--- src/rtl/halt_drain_dump_pkg.sv ---
`default_nettype none
// +--------------------------------------------------------------------+
// | halt_drain_dump_pkg                                                |
// | Shared constants, FSM encoding and width helper for the dump block.|
// | Revision: 1.0                                                      |
// +--------------------------------------------------------------------+
package halt_drain_dump_pkg;

    localparam logic [31:0] C_HALT_INSTR   = 32'hFFFF_FFFF;
    localparam int          C_DRAIN_CYCLES = 5;
    localparam int          C_DUMP_WORDS   = 50;
    localparam int          C_ADDR_W       = 32;

    typedef enum logic [2:0] {
        ST_IDLE  = 3'd0,
        ST_DRAIN = 3'd1,
        ST_LOAD  = 3'd2,
        ST_HOLD  = 3'd3,
        ST_DONE  = 3'd4
    } state_t;

    // Counter width able to hold 0..n-1, never narrower than one bit.
    function automatic int clog2_min1(input int n);
        return (n <= 2) ? 1 : $clog2(n);
    endfunction

endpackage
`default_nettype wire

--- src/rtl/halt_drain_dump_if.sv ---
`default_nettype none
// +--------------------------------------------------------------------+
// | halt_drain_dump_if                                                 |
// | CPU-side, memory-read and dump-stream signals of the dump block.   |
// | Revision: 1.0                                                      |
// +--------------------------------------------------------------------+
interface halt_drain_dump_if
    import halt_drain_dump_pkg::*;
#(
    parameter int ADDR_W = C_ADDR_W
) ();

    logic [31:0]       instr_D;
    logic [ADDR_W-1:0] mem_rd_addr;
    logic [31:0]       mem_rd_data;
    logic              cpu_freeze;
    logic              dump_valid;
    logic              dump_ready;
    logic [31:0]       dump_data;
    logic [ADDR_W-1:0] dump_index;
    logic              done;

    modport master (
        input  instr_D, mem_rd_data, dump_ready,
        output mem_rd_addr, cpu_freeze, dump_valid, dump_data, dump_index, done
    );

    modport slave (
        output instr_D, mem_rd_data, dump_ready,
        input  mem_rd_addr, cpu_freeze, dump_valid, dump_data, dump_index, done
    );

endinterface
`default_nettype wire

--- src/rtl/halt_drain_dump_counter.sv ---
`default_nettype none
// +--------------------------------------------------------------------+
// | halt_drain_dump_counter                                            |
// | Clear/load/increment counter with terminal-count flag, no wrap.    |
// | Revision: 1.0                                                      |
// +--------------------------------------------------------------------+
module halt_drain_dump_counter #(
    parameter int WIDTH    = 4,
    parameter int TERMINAL = 0
) (
    input  wire logic             clk,
    input  wire logic             rst,
    input  wire logic             i_clear,
    input  wire logic             i_load,
    input  wire logic [WIDTH-1:0] i_load_val,
    input  wire logic             i_inc,
    output logic      [WIDTH-1:0] o_count,
    output logic                  o_tc
);

    logic [WIDTH-1:0] r_count;

    assign o_tc    = (r_count == WIDTH'(TERMINAL));
    assign o_count = r_count;

    // Increment saturates at TERMINAL so the count can never wrap.
    always_ff @(posedge clk) begin
        if (rst || i_clear) begin
            r_count <= '0;
        end else if (i_load) begin
            r_count <= i_load_val;
        end else if (i_inc && !o_tc) begin
            r_count <= r_count + 1'b1;
        end
    end

endmodule
`default_nettype wire

--- src/rtl/halt_drain_dump.sv ---
`default_nettype none
// +--------------------------------------------------------------------+
// | halt_drain_dump                                                    |
// | Detects halt in ID, drains stores, freezes CPU, streams memory out.|
// | Revision: 1.0                                                      |
// +--------------------------------------------------------------------+
module halt_drain_dump
    import halt_drain_dump_pkg::*;
#(
    parameter logic [31:0] HALT_INSTR   = C_HALT_INSTR,
    parameter int          DRAIN_CYCLES = C_DRAIN_CYCLES,
    parameter int          DUMP_WORDS   = C_DUMP_WORDS,
    parameter int          ADDR_W       = C_ADDR_W
) (
    input  wire logic      CLK,
    input  wire logic      RESET,
    halt_drain_dump_if.master hdd
);

    localparam int DRAIN_W = clog2_min1(DRAIN_CYCLES);
    localparam int IDX_W   = clog2_min1(DUMP_WORDS);

    generate
        if (DUMP_WORDS < 1) begin : g_bad_dump_words
            $error("halt_drain_dump: DUMP_WORDS must be >= 1");
        end
        if (DRAIN_CYCLES < 1) begin : g_bad_drain_cycles
            $error("halt_drain_dump: DRAIN_CYCLES must be >= 1");
        end
        if (IDX_W > ADDR_W) begin : g_bad_addr_w
            $error("halt_drain_dump: ADDR_W too narrow for DUMP_WORDS");
        end
    endgenerate

    state_t r_state;
    state_t w_state_nxt;

    logic               w_drain_clr;
    logic               w_drain_inc;
    logic               w_drain_tc;
    logic [DRAIN_W-1:0] w_unused_drain_cnt;
    logic               w_idx_clr;
    logic               w_idx_inc;
    logic               w_idx_tc;
    logic [IDX_W-1:0]   w_idx_cnt;
    logic               w_handshake;

    logic               r_cpu_freeze;
    logic               r_dump_valid;
    logic [31:0]        r_dump_data;
    logic [ADDR_W-1:0]  r_dump_index;
    logic               r_done;

    halt_drain_dump_counter #(
        .WIDTH    (DRAIN_W),
        .TERMINAL (DRAIN_CYCLES - 1)
    ) u_drain_cnt (
        .clk        (CLK),
        .rst        (RESET),
        .i_clear    (w_drain_clr),
        .i_load     (1'b0),
        .i_load_val ('0),
        .i_inc      (w_drain_inc),
        .o_count    (w_unused_drain_cnt),
        .o_tc       (w_drain_tc)
    );

    halt_drain_dump_counter #(
        .WIDTH    (IDX_W),
        .TERMINAL (DUMP_WORDS - 1)
    ) u_idx_cnt (
        .clk        (CLK),
        .rst        (RESET),
        .i_clear    (w_idx_clr),
        .i_load     (1'b0),
        .i_load_val ('0),
        .i_inc      (w_idx_inc),
        .o_count    (w_idx_cnt),
        .o_tc       (w_idx_tc)
    );

    assign w_handshake = (r_state == ST_HOLD) && r_dump_valid && hdd.dump_ready;

    always_ff @(posedge CLK) begin
        if (RESET) begin
            r_state <= ST_IDLE;
        end else begin
            r_state <= w_state_nxt;
        end
    end

    always_comb begin
        w_state_nxt = r_state;
        w_drain_clr = 1'b0;
        w_drain_inc = 1'b0;
        w_idx_clr   = 1'b0;
        w_idx_inc   = 1'b0;
        case (r_state)
            ST_IDLE: begin
                // Case equality keeps an unknown instruction word from halting.
                if (hdd.instr_D === HALT_INSTR) begin
                    w_state_nxt = ST_DRAIN;
                    w_drain_clr = 1'b1;
                end
            end
            ST_DRAIN: begin
                if (w_drain_tc) begin
                    w_state_nxt = ST_LOAD;
                    w_idx_clr   = 1'b1;
                end else begin
                    w_drain_inc = 1'b1;
                end
            end
            ST_LOAD: begin
                w_state_nxt = ST_HOLD;
            end
            ST_HOLD: begin
                if (w_handshake) begin
                    if (w_idx_tc) begin
                        w_state_nxt = ST_DONE;
                    end else begin
                        w_state_nxt = ST_LOAD;
                        w_idx_inc   = 1'b1;
                    end
                end
            end
            ST_DONE: begin
                w_state_nxt = ST_DONE;
            end
            default: begin
                w_state_nxt = ST_IDLE;
            end
        endcase
    end

    // Freeze/done follow the next state so they are valid in the first cycle of LOAD/DONE.
    always_ff @(posedge CLK) begin
        if (RESET) begin
            r_cpu_freeze <= 1'b0;
            r_dump_valid <= 1'b0;
            r_dump_data  <= '0;
            r_dump_index <= '0;
            r_done       <= 1'b0;
        end else begin
            r_cpu_freeze <= (w_state_nxt != ST_IDLE) && (w_state_nxt != ST_DRAIN);
            r_done       <= (w_state_nxt == ST_DONE);
            if (r_state == ST_LOAD) begin
                r_dump_valid <= 1'b1;
                r_dump_data  <= hdd.mem_rd_data;
                r_dump_index <= ADDR_W'(w_idx_cnt);
            end else if (w_handshake) begin
                r_dump_valid <= 1'b0;
            end
        end
    end

    assign hdd.mem_rd_addr = ADDR_W'(w_idx_cnt);
    assign hdd.cpu_freeze  = r_cpu_freeze;
    assign hdd.dump_valid  = r_dump_valid;
    assign hdd.dump_data   = r_dump_data;
    assign hdd.dump_index  = r_dump_index;
    assign hdd.done        = r_done;

endmodule
`default_nettype wire
--- src/flat_wrapper.sv ---
// flat-port wrapper written by rule: the top's interface ports become plain ports
module halt_drain_dump_flat import halt_drain_dump_pkg::*;
#(
    parameter logic [31:0] HALT_INSTR   = C_HALT_INSTR,
    parameter int          DRAIN_CYCLES = C_DRAIN_CYCLES,
    parameter int          DUMP_WORDS   = C_DUMP_WORDS,
    parameter int          ADDR_W       = C_ADDR_W
)
  (CLK, RESET, hdd_instr_D, hdd_mem_rd_data, hdd_dump_ready, hdd_mem_rd_addr, hdd_cpu_freeze, hdd_dump_valid, hdd_dump_data, hdd_dump_index, hdd_done);
  halt_drain_dump_if #(.ADDR_W(ADDR_W)) hdd_i ();
  input  wire logic CLK;
  input  wire logic RESET;
  input wire logic [$bits(hdd_i.instr_D)-1:0] hdd_instr_D;
  input wire logic [$bits(hdd_i.mem_rd_data)-1:0] hdd_mem_rd_data;
  input wire logic [$bits(hdd_i.dump_ready)-1:0] hdd_dump_ready;
  output wire logic [$bits(hdd_i.mem_rd_addr)-1:0] hdd_mem_rd_addr;
  output wire logic [$bits(hdd_i.cpu_freeze)-1:0] hdd_cpu_freeze;
  output wire logic [$bits(hdd_i.dump_valid)-1:0] hdd_dump_valid;
  output wire logic [$bits(hdd_i.dump_data)-1:0] hdd_dump_data;
  output wire logic [$bits(hdd_i.dump_index)-1:0] hdd_dump_index;
  output wire logic [$bits(hdd_i.done)-1:0] hdd_done;
  assign hdd_i.instr_D = hdd_instr_D;
  assign hdd_i.mem_rd_data = hdd_mem_rd_data;
  assign hdd_i.dump_ready = hdd_dump_ready;
  assign hdd_mem_rd_addr = hdd_i.mem_rd_addr;
  assign hdd_cpu_freeze = hdd_i.cpu_freeze;
  assign hdd_dump_valid = hdd_i.dump_valid;
  assign hdd_dump_data = hdd_i.dump_data;
  assign hdd_dump_index = hdd_i.dump_index;
  assign hdd_done = hdd_i.done;
  halt_drain_dump #(.HALT_INSTR(HALT_INSTR), .DRAIN_CYCLES(DRAIN_CYCLES), .DUMP_WORDS(DUMP_WORDS), .ADDR_W(ADDR_W)) u_core (.CLK(CLK), .RESET(RESET), .hdd(hdd_i));
endmodule
--- config.mk ---
export PLATFORM = sky130hd
export DESIGN_NAME = halt_drain_dump_flat
export DESIGN_NICKNAME = d
export VERILOG_FILES = /design/src/rtl/halt_drain_dump_pkg.sv /design/src/rtl/halt_drain_dump_if.sv /design/src/rtl/halt_drain_dump_counter.sv /design/src/rtl/halt_drain_dump.sv /design/src/flat_wrapper.sv
export SDC_FILE = /design/constraint.sdc
export NUM_CORES = 1
export LEC_CHECK = 0
export BUFFER_PORTS_ARGS = -buffer_cell sky130_fd_sc_hd__clkbuf_2
export CAP_MARGIN = 20
export CELL_PAD_IN_SITES_DETAIL_PLACEMENT = 1
export CELL_PAD_IN_SITES_GLOBAL_PLACEMENT = 2
export CORE_MARGIN = 2
export CORE_UTILIZATION = 22
export CTS_BUF_LIST = sky130_fd_sc_hd__clkbuf_8
export DETAILED_ROUTE_END_ITERATION = 10
export GPL_ROUTABILITY_DRIVEN = 0
export HOLD_SLACK_MARGIN = 0.12
export PLACE_DENSITY = 0.8
export SYNTH_ARGS = -nofsm -noshare
export SYNTH_HDL_FRONTEND = slang
export SYNTH_SLANG_ARGS = --single-unit
export TNS_END_PERCENT = 50
--- constraint.sdc ---
create_clock -name CLK -period 1.4 [get_ports CLK]
set_input_delay 0 -clock CLK [delete_from_list [all_inputs] [get_ports CLK]]
set_output_delay 0 -clock CLK [all_outputs]
set_load 0.05 [all_outputs]
; Word-level counts from Yosys, hierarchy flattened
; Cells that the tools add are included.
[word_totals]
reg_bits = 53
elab_cells = 47
input_bits = 67
[classes]
add_sub_neg = 2
mux = 16
reduce_logical = 12
n_eq_ne = 9
[ops]
columns = cell, n
row1 = $eqx 32x32->1 const B, 1
row2 = $pmux 3 s5, 1
row3 = $mux 3, 4
row4 = $mux 1, 11
row5 = $eq 3x3->1 const B, 3
row6 = $add 6x1->6 const B, 1
row7 = $eq 3x2->1 const B, 2
row8 = $eq 6x6->1 const B, 1
row9 = $logic_and 1x1->1, 5
row10 = $add 3x1->3 const B, 1
row11 = $eq 3x1->1 const B, 1
row12 = $logic_not 3->1, 1
row13 = $ne 3x1->1 const B, 1
row14 = $reduce_bool 3->1, 1
row15 = $logic_not 1->1, 2
row16 = $logic_or 1x1->1, 2
row17 = $reduce_bool 2->1, 1

; Depth between registers and ports, before layout
; Gate-level depths: netlist of the first run.
[depth]
depth_word = 7
ltp_mapped = 7
ltp_nobuf = 6

; Hierarchy
; Synthesis of the first run repeated with hierarchy kept, for this count alone.
[hier_totals]
hier_cells = 321
hier_area_um2 = 2605.0
[modules_own_cells]
columns = mod, seq_area_each_um2, cells_per_inst, area_per_inst_um2, n_inst
row1 = halt_drain_dump, 880.8, 260, 2053.2, 1
row2 = halt_drain_dump_counter (u_core.u_idx_cnt), 120.1, 40, 352.8, 1
row3 = halt_drain_dump_counter (u_core.u_drain_cnt), 60.1, 21, 198.9, 1

; Least setup slack after synthesis of the first run
; Ideal clock, no wire load.
[synth_timing]
path_kind = register to register
from = register u_core.u_idx_cnt.r_count[0] (netlist: u_core.u_idx_cnt.o_count[0])
to = register u_core.u_idx_cnt.r_count[0] (netlist: u_core.u_idx_cnt.o_count[0])
period_less_slack_ns = 1.668
arrival_time_ns = 1.552
stages_incl_launch_ff = 6
setup_ns = 0.115
setup_slack_ns = -0.268
cell_sequence = dfxtp_1 ha_1 nand4b_1 o211ai_1 xor2_1 nor2_1
[synth_via]
elab_chain_cells = 5
[synth_rtl]
columns = item, line_no
row1 = start: declaration, halt_drain_dump_counter.sv:21  ; logic [WIDTH-1:0] r_count;
row2 = start signal: assignment, halt_drain_dump_counter.sv:31  ; r_count <= i_load_val;
row3 = start signal: assignment, halt_drain_dump_counter.sv:33  ; r_count <= r_count + 1'b1;
row4 = $eq 6x6->1, halt_drain_dump_counter.sv:23  ; assign o_tc = (r_count == WIDTH'(TERMINAL));
row5 = $mux 1, halt_drain_dump.sv:119  ; if (w_idx_tc) begin
row6 = $mux 1, halt_drain_dump.sv:118  ; if (w_handshake) begin
row7 = $mux 1, halt_drain_dump.sv:98  ; case (r_state)
row8 = $logic_and 1x1->1, halt_drain_dump_counter.sv:32  ; end else if (i_inc && !o_tc) begin
; Parallel ways exist; a longest one is shown, timed or not.
; A chain may end at the register's enable or synchronous reset.

; Worst setup path in the final report of the first run
[layout_timing]
from = register u_core.u_idx_cnt.r_count[1] (netlist: u_core.u_idx_cnt.o_count[1])
to = register u_core.u_idx_cnt.r_count[0] (netlist: u_core.u_idx_cnt.o_count[0])
[layout_via]
elab_chain_cells = 5
[layout_rtl]
columns = item, line_no
row1 = $eq 6x6->1 (*), halt_drain_dump_counter.sv:23
row2 = $mux 1, halt_drain_dump.sv:119
row3 = $mux 1, halt_drain_dump.sv:118
row4 = $mux 1, halt_drain_dump.sv:98
row5 = $logic_and 1x1->1 (*), halt_drain_dump_counter.sv:32
; Mark *: on every way between the ends. The rest lies on a longest branch, timed or not.

==> results.yml, run 1 <==
pwr:
  vdd_drop_max_mv: 0.344
  switching_share: 0.309
  internal_power_w: 0.00198
  power_w: 0.00286
  clkPwrFrac: 0.295
  p_leak_nw: 1.61
  combPwrFrac: 0.180
  power_switching_w: 0.000885
  power.density_mw_per_mm2: 796
  power_frac_seq: 0.525
worst_setup_path:
  cp-end-kind: "flip-flop"
  endpoint: "u_core.u_idx_cnt.o_count[0]"
  arrival_ps: 1580
  critPathLaunchType: "flip-flop"
  required_ps: 1610
  timing.rr.start: "u_core.u_idx_cnt.o_count[1]"
  r2r_cells: 6
  reg2reg_slack_ps: 30
  path_max_fanout: 3
  reg2reg_to: "u_core.u_idx_cnt.o_count[0]"
  path_class: "flip-flop to flip-flop"
  cp-startpoint: "u_core.u_idx_cnt.o_count[1]"
timing:
  skew_ps: 10.1
  setup_tns_ps: 0
  setup_viol: 0
  min_period_over_period: 0.980
  fmax_mhz: 729
  final_hold_viol_count: 0
  min_period_ps: 1370
  layout_setup_ws_ps: 28.7
  slew_viol_final: 0
  rsz0062_at_grt: "yes"
routing:
  drt_wl_total_um: 7690
  dr.pass1.iters: 4
  wl_per_cell_um: 12.7
  final_antenna_net_count: 0
  drt_iter0_markers: 95
  via_count: 2471
  viasPerCell: 4.09
  drc: 0
synthesis:
  syn_inst: 308
  synthSimpleGateAreaFrac: 0.221
  syn_area_sq_mm: 0.00248
  synth_fa_ha_area_frac: 0.0201
  ys_warn_count: 0
  synth_top_family_by_area: "simple AND/OR/NAND/NOR gates"
  synth_flop_cell: "dfxtp_1"
  seq_area_frac_synth: 0.427
  synth_compound_area_frac: 0.107
  yosysUniqueCellTypes: 32
  avgSynthCellArea_sq_um: 8.07
  synth-edff-count: 0
  ys_async_sr_fraction: 0
  synth.area.mux_share: 0.00403
  yosys.area_share.xor_xnor: 0.0211
  ys_ff_latch: 53
hold_path:
  hp-class: "input pin to flip-flop"
  hold_start: "hdd_instr_D[17]"
grt:
  grt_overflow: 0
  grt_pass1_vias: 2346
  grt_antenna_before_repair: 0
  grt_use_total: 0.112
  grt_pass1_wl_um: 10700
  grt_max_degree: 40
clock_tree:
  cts_buffers: 5
  cts_tree: "done"
  cts-root-buf: "clkbuf_8"
  clk_path_buf_depth: 2
  htreeDepth: 2
  cts_sinks: 53
  path_clk_slew_ps: 100
  worstSkewPairLatency_ps: 300
die:
  fp.dieArea_sq_mm: 0.0122
  die_y_um: 110
  fp.coreArea_sq_mm: 0.0109
  die_w_um: 110
  rows: 38
  start_util: 0.227
  boundaryPins: 166
flow_run:
  maxCapViolations: 0
finish:
  n_antenna_cell: 0
  nets: 534
  area_growth_pct: 44.7
  layout-drive-gt1-share: 0.345
status:
  status: "finished, final reports clean"
placed_design:
  portBuffers: 113
  dp_hpwl_um: 5340
  place_worst_setup_slack_ps: 27.8
[per-layer routing]
| metal | global-route usage | part of all wire | vias to the layer above |
|---|---|---|---|
| li1 | - | - | 1212 |
| met1 | 0.123 | 0.40 | 1149 |
| met2 | 0.216 | 0.52 | 106 |
| met3 | 0.0241 | 0.071 | 4 |
| met4 | 0.0277 | 0.0087 | 0 |
| met5 | 0 | 0 | - |
[metrics by stage]
step / utilization / cell area [sq um] / hold WS (ps) / std cells
floorplan: - / 2690 / 136 / 359
global placement: 0.279 / 3050 / 225 / 556
detailed placement: 0.279 / 3050 / 231 / 556
CTS: 0.317 / 3470 / 127 / 598
global route: 0.329 / 3590 / 159 / 604
finish: 0.329 / 3590 / 134 / 604
[cell usage in the layout (no fill, tap or decap), types with 2 or more instances in the layout]
cell type,synthesis,routed
clkbuf_2,0,113
nand2_1,81,81
conb_1,1,52
dfxtp_1,53,43
a21oi_1,42,41
dlygate4sd3_1,0,34
buf_4,55,15
nor2_1,9,8
dfxtp_2,0,8
nand4_1,7,7
xor2_1,5,5
clkbuf_8,0,5
inv_1,4,3
nand3_1,4,3
nand2b_1,3,3
a31oi_1,4,3
nor3b_2,0,2
nand4b_1,2,2
and3b_1,2,2
and3_1,3,2
ha_1,4,2
clkinv_1,0,2
dfxtp_4,0,2
[worst min path at each step]
stage | to | slack (ps) | cells past startpoint
final | u_core.r_state[0] | 130 | 5
after CTS | u_core.r_state[0] | 130 | 5
after floorplan | u_core.hdd.dump_data[13] | 140 | 2
after global routing | u_core.r_state[0] | 160 | 5
after global placement | u_core.hdd.dump_data[8] | 230 | 3
after detailed placement | u_core.hdd.dump_data[6] | 230 | 3
[cell usage after synthesis (3+ instances only)]
master / count / area (sq um)
and3_1: 3 / 18.8
nand3_1: 4 / 20.0
inv_1: 4 / 15.0
ha_1: 4 / 50.1
a31oi_1: 4 / 25.0
clkbuf_1: 6 / 22.5
xor2_1: 5 / 43.8
dfxtp_1: 53 / 1060
a21oi_1: 42 / 210
nand4_1: 7 / 43.8
nand2_1: 81 / 304
buf_2: 4 / 20.0
nor2_1: 9 / 33.8
nor3b_1: 3 / 22.5
nand2b_1: 3 / 18.8
buf_4: 55 / 413
[worst max-delay path, cell delays in order (launching register included)]
cell and delay, ps:
dfxtp_4 360, inv_2 60, ha_4 110, nand4b_1 160
o211ai_1 330, xor2_1 200, nor2_1 60
[logic make-up (layout without fill, tap and decap cells)]
family                   after synthesis  after routing
AO/OA/AOI/OAI                         50             50
XOR/XNOR                               6              6
adder cells (fa/ha/maj)                4              4
buffers and inverters                 71            176
flip-flops                            53             53
multiplexers                           1              1
other                                  1             52
AND/OR/NAND/NOR                      122            122
[registers in the layout, indices dropped and copies added (netlist names)]
signal                      cells
u_core.hdd.cpu_freeze           1
u_core.hdd.done                 1
u_core.hdd.dump_data           32
u_core.hdd.dump_index           6
u_core.hdd.dump_valid           1
u_core.r_state                  3
u_core.u_drain_cnt.o_count      3
u_core.u_idx_cnt.o_count        6
[final cells by class]
class                      instances  area [sq um]
multi-input combinational        235          1180
timing repair buffer             164          1060
fill                            1380          7340
clock inverter                     3          12.5
sequential                        53          1080
clock buffer                       5          68.8
inverter                           4          15.0
tap                              140           175
[power by group through the flow]
stage                     clock network [W]  logic, W  registers [W]
after detailed placement                  0  0.000436        0.00154
after global placement                    0  0.000435        0.00154
after floorplan                           0  0.000444        0.00154
final                              0.000845  0.000516        0.00150
after CTS                          0.000896  0.000511        0.00150
after global routing               0.000953  0.000544        0.00150
[repair_timing]
action	4_1_cts	5_1_grt
resized for setup	0	19
setup buffers	0	5
endpoints found under the setup margin	0	50
hold buffers	34	0
endpoints found under the hold margin	37	0
No activity file was read; power rests on OpenSTA's default activity.
==> run 2, diff against run 1 <==
HOLD_SLACK_MARGIN = 0.03   (was 0.12)
PLACE_DENSITY = 0.78   (was 0.8)
SYNTH_HIERARCHICAL = 1   (was unset)
==> results.yml, run 2 <==
worst_setup_path:
  critPathLaunchType: "flip-flop"
  cp_top_family: "simple AND/OR/NAND/NOR gates"
  path_buf_inv: 1
  path_class: "flip-flop to flip-flop"
  arrival_ps: 1780
  cp_slowest_cell: "or3b_4"
  reg2reg_slack_ps: -200
  path_max_fanout: 3
  r2r_cells: 6
  required_ps: 1580
  cp-end-kind: "flip-flop"
  slowest_delay_ps: 390
  crit_chain: "or3b_4 -> nor2_4 -> buf_4 -> nand4_1 -> a2bb2oi_2 -> o22ai_2"
  cp.depth: 6
grt:
  grt_use_total: 0.121
  grt_pass1_wl_um: 12700
  grt_antenna_before_repair: 0
  grt_pass1_vias: 2773
  grt_max_degree: 25
  grt_overflow: 0
clock_tree:
  cts-root-buf: "clkbuf_8"
  htreeDepth: 2
  cts_buffers: 5
  clk_path_buf_depth: 2
  cts_sinks: 53
  cts_tree: "done"
  path_clk_slew_ps: 100
  worstSkewPairLatency_ps: 300
finish:
  n_antenna_cell: 0
  layout_common_cells: "113 x clkbuf_2, 65 x conb_1, 61 x nand2_1"
  area_growth_pct: 69.4
  fillers: 1382
  layout-drive-gt1-share: 0.470
  nets: 596
  layout_commonest_cell: "clkbuf_2"
  largest_reg_flops: 32
die:
  die_w_um: 113
  fp.coreArea_sq_mm: 0.0115
  die_y_um: 113
  boundaryPins: 166
  rows: 39
  start_util: 0.227
  fp.dieArea_sq_mm: 0.0127
status:
  status: "finished, violations left"
  violations: "setup timing"
timing:
  final_hold_viol_count: 0
  rsz0062_at_grt: "yes"
  skew_ps: 4.50
  min_period_over_period: 1.14
  layout_setup_ws_ps: -199
  hold-worst-slack_ps: 69.3
  min_period_ps: 1600
  setup_viol: 47
  slew_viol_final: 0
  fmax_mhz: 625
pwr:
  switching_share: 0.305
  vdd_drop_max_mv: 0.387
  power_frac_seq: 0.458
  combPwrFrac: 0.222
  power_w: 0.00336
  clkPwrFrac: 0.320
  internal_power_w: 0.00234
  p_leak_nw: 1.98
  power_switching_w: 0.00102
  power.density_mw_per_mm2: 761
synthesis:
  avgSynthCellArea_sq_um: 8.12
  synth.area.mux_share: 0.00384
  ys_ff_latch: 53
  synth_area_leader_cell: "dfxtp_1"
  ys_warn_count: 6
  synth_top_family_by_area: "simple AND/OR/NAND/NOR gates"
  synth_compound_area_frac: 0.148
  yosysUniqueCellTypes: 42
  yosys.cell_count.top_type: "nand2_1"
  ys_async_sr_fraction: 0
  yosys.area_share.xor_xnor: 0.0168
  synth-edff-count: 0
  synthTopCellsByArea: "dfxtp_1 41%, buf_4 15%, nand2_1 12%, a21oi_1 8.3%, ha_1 1.9%"
  syn_area_sq_mm: 0.00260
  yosys-top-cells-count: "80 x nand2_1, 53 x buf_4, 53 x dfxtp_1"
  seq_area_frac_synth: 0.407
  synth_top_area_share: 0.407
  synth_flop_cell: "dfxtp_1"
  synth_fa_ha_area_frac: 0.0192
  syn_inst: 321
  synthSimpleGateAreaFrac: 0.220
placed_design:
  portBuffers: 113
  dp_hpwl_um: 5990
routing:
  drt_iter0_markers: 88
  wl_per_cell_um: 13.5
  viasPerCell: 4.14
  dr.pass1.iters: 4
  drt_wl_total_um: 9000
  drc: 0
  final_antenna_net_count: 0
  via_count: 2772
hold_path:
  holdPathStages: 4
  hp-class: "input pin to flip-flop"
flow_run:
  maxCapViolations: 0
[run 2: cell types whose count changed after synthesis, moves of 3 or more]
cell and delta:
nor3b_1 -3, o21ai_0 +3, a31oi_1 -3, nor3_1 +3
[run 2: timing repair]
item | CTS | global route
resized for setup | 21 | 56
gates cloned | 0 | 8
pin swaps | 26 | 22
hold buffers | 33 | 0
setup endpoints to repair | 39 | 52
buffers inserted | 6 | 9
hold endpoints to repair | 35 | 0
[run 2: path summary, 6_finish.rpt]
check | from | to
worst min-delay path | hdd_dump_ready | u_core/hdd.dump_valid
worst max register to register | u_core/u_idx_cnt/o_count[4] | u_core/hdd.cpu_freeze
worst min register to register | u_core/hdd.dump_data[30] | u_core/hdd.dump_data[30]
worst max-delay path | u_core/u_idx_cnt/o_count[4] | u_core/hdd.cpu_freeze
[run 2: metal layers]
metal / wire [um] / track usage / up-vias
met2: 4680 / 0.234 / 114
met3: 531 / 0.0230 / 13
met5: 0 / 0 / -
met4: 166 / 0.0423 / 0
li1: - / - / 1364
met1: 3620 / 0.131 / 1281
[run 2: kinds of logic (layout without fill, tap and decap cells)]
logic type	Yosys count	count (layout)
XOR/XNOR	5	5
flip-flops	53	53
adder cells (fa/ha/maj)	4	4
multiplexers	1	1
other	1	65
AND/OR/NAND/NOR	123	123
AO/OA/AOI/OAI	62	62
buffers and inverters	72	213
[run 2: power by group through the flow]
stage | logic, W | registers, W | clock network, W
after global placement | 0.000618 | 0.00157 | 0
after global routing | 0.000795 | 0.00154 | 0.00117
after floorplan | 0.000512 | 0.00162 | 0
final | 0.000746 | 0.00154 | 0.00108
after CTS | 0.000721 | 0.00154 | 0.00114
after detailed placement | 0.000622 | 0.00157 | 0
[run 2: layout make-up]
cell class	instances	area, sq um	area share
Multi-Input combinational cell	260	1550	0.351
Timing Repair Buffer	199	1460	0.330
Sequential cell	53	1080	0.246
Tap cell	143	179	0.0405
Clock buffer	6	82.6	0.0187
Clock inverter	2	33.8	0.00766
Inverter	6	27.5	0.00624
[run 2: worst min-delay path: stages]
cell      delay, ps
clkbuf_2        110
nand3b_1         80
a21oi_1          60
nor2_1           80
[run 2: stage by stage]
stage / utilization / instance area, sq um / TNS, ps / std cells / setup slack (ps)
floorplan: - / 2890 / -2280 / 385 / -258
global placement: 0.299 / 3430 / -1950 / 606 / -256
detailed placement: 0.299 / 3430 / -2640 / 606 / -424
CTS: 0.349 / 4010 / -1730 / 652 / -289
global route: 0.385 / 4410 / -5550 / 669 / -320
finish: 0.385 / 4410 / -3030 / 669 / -199
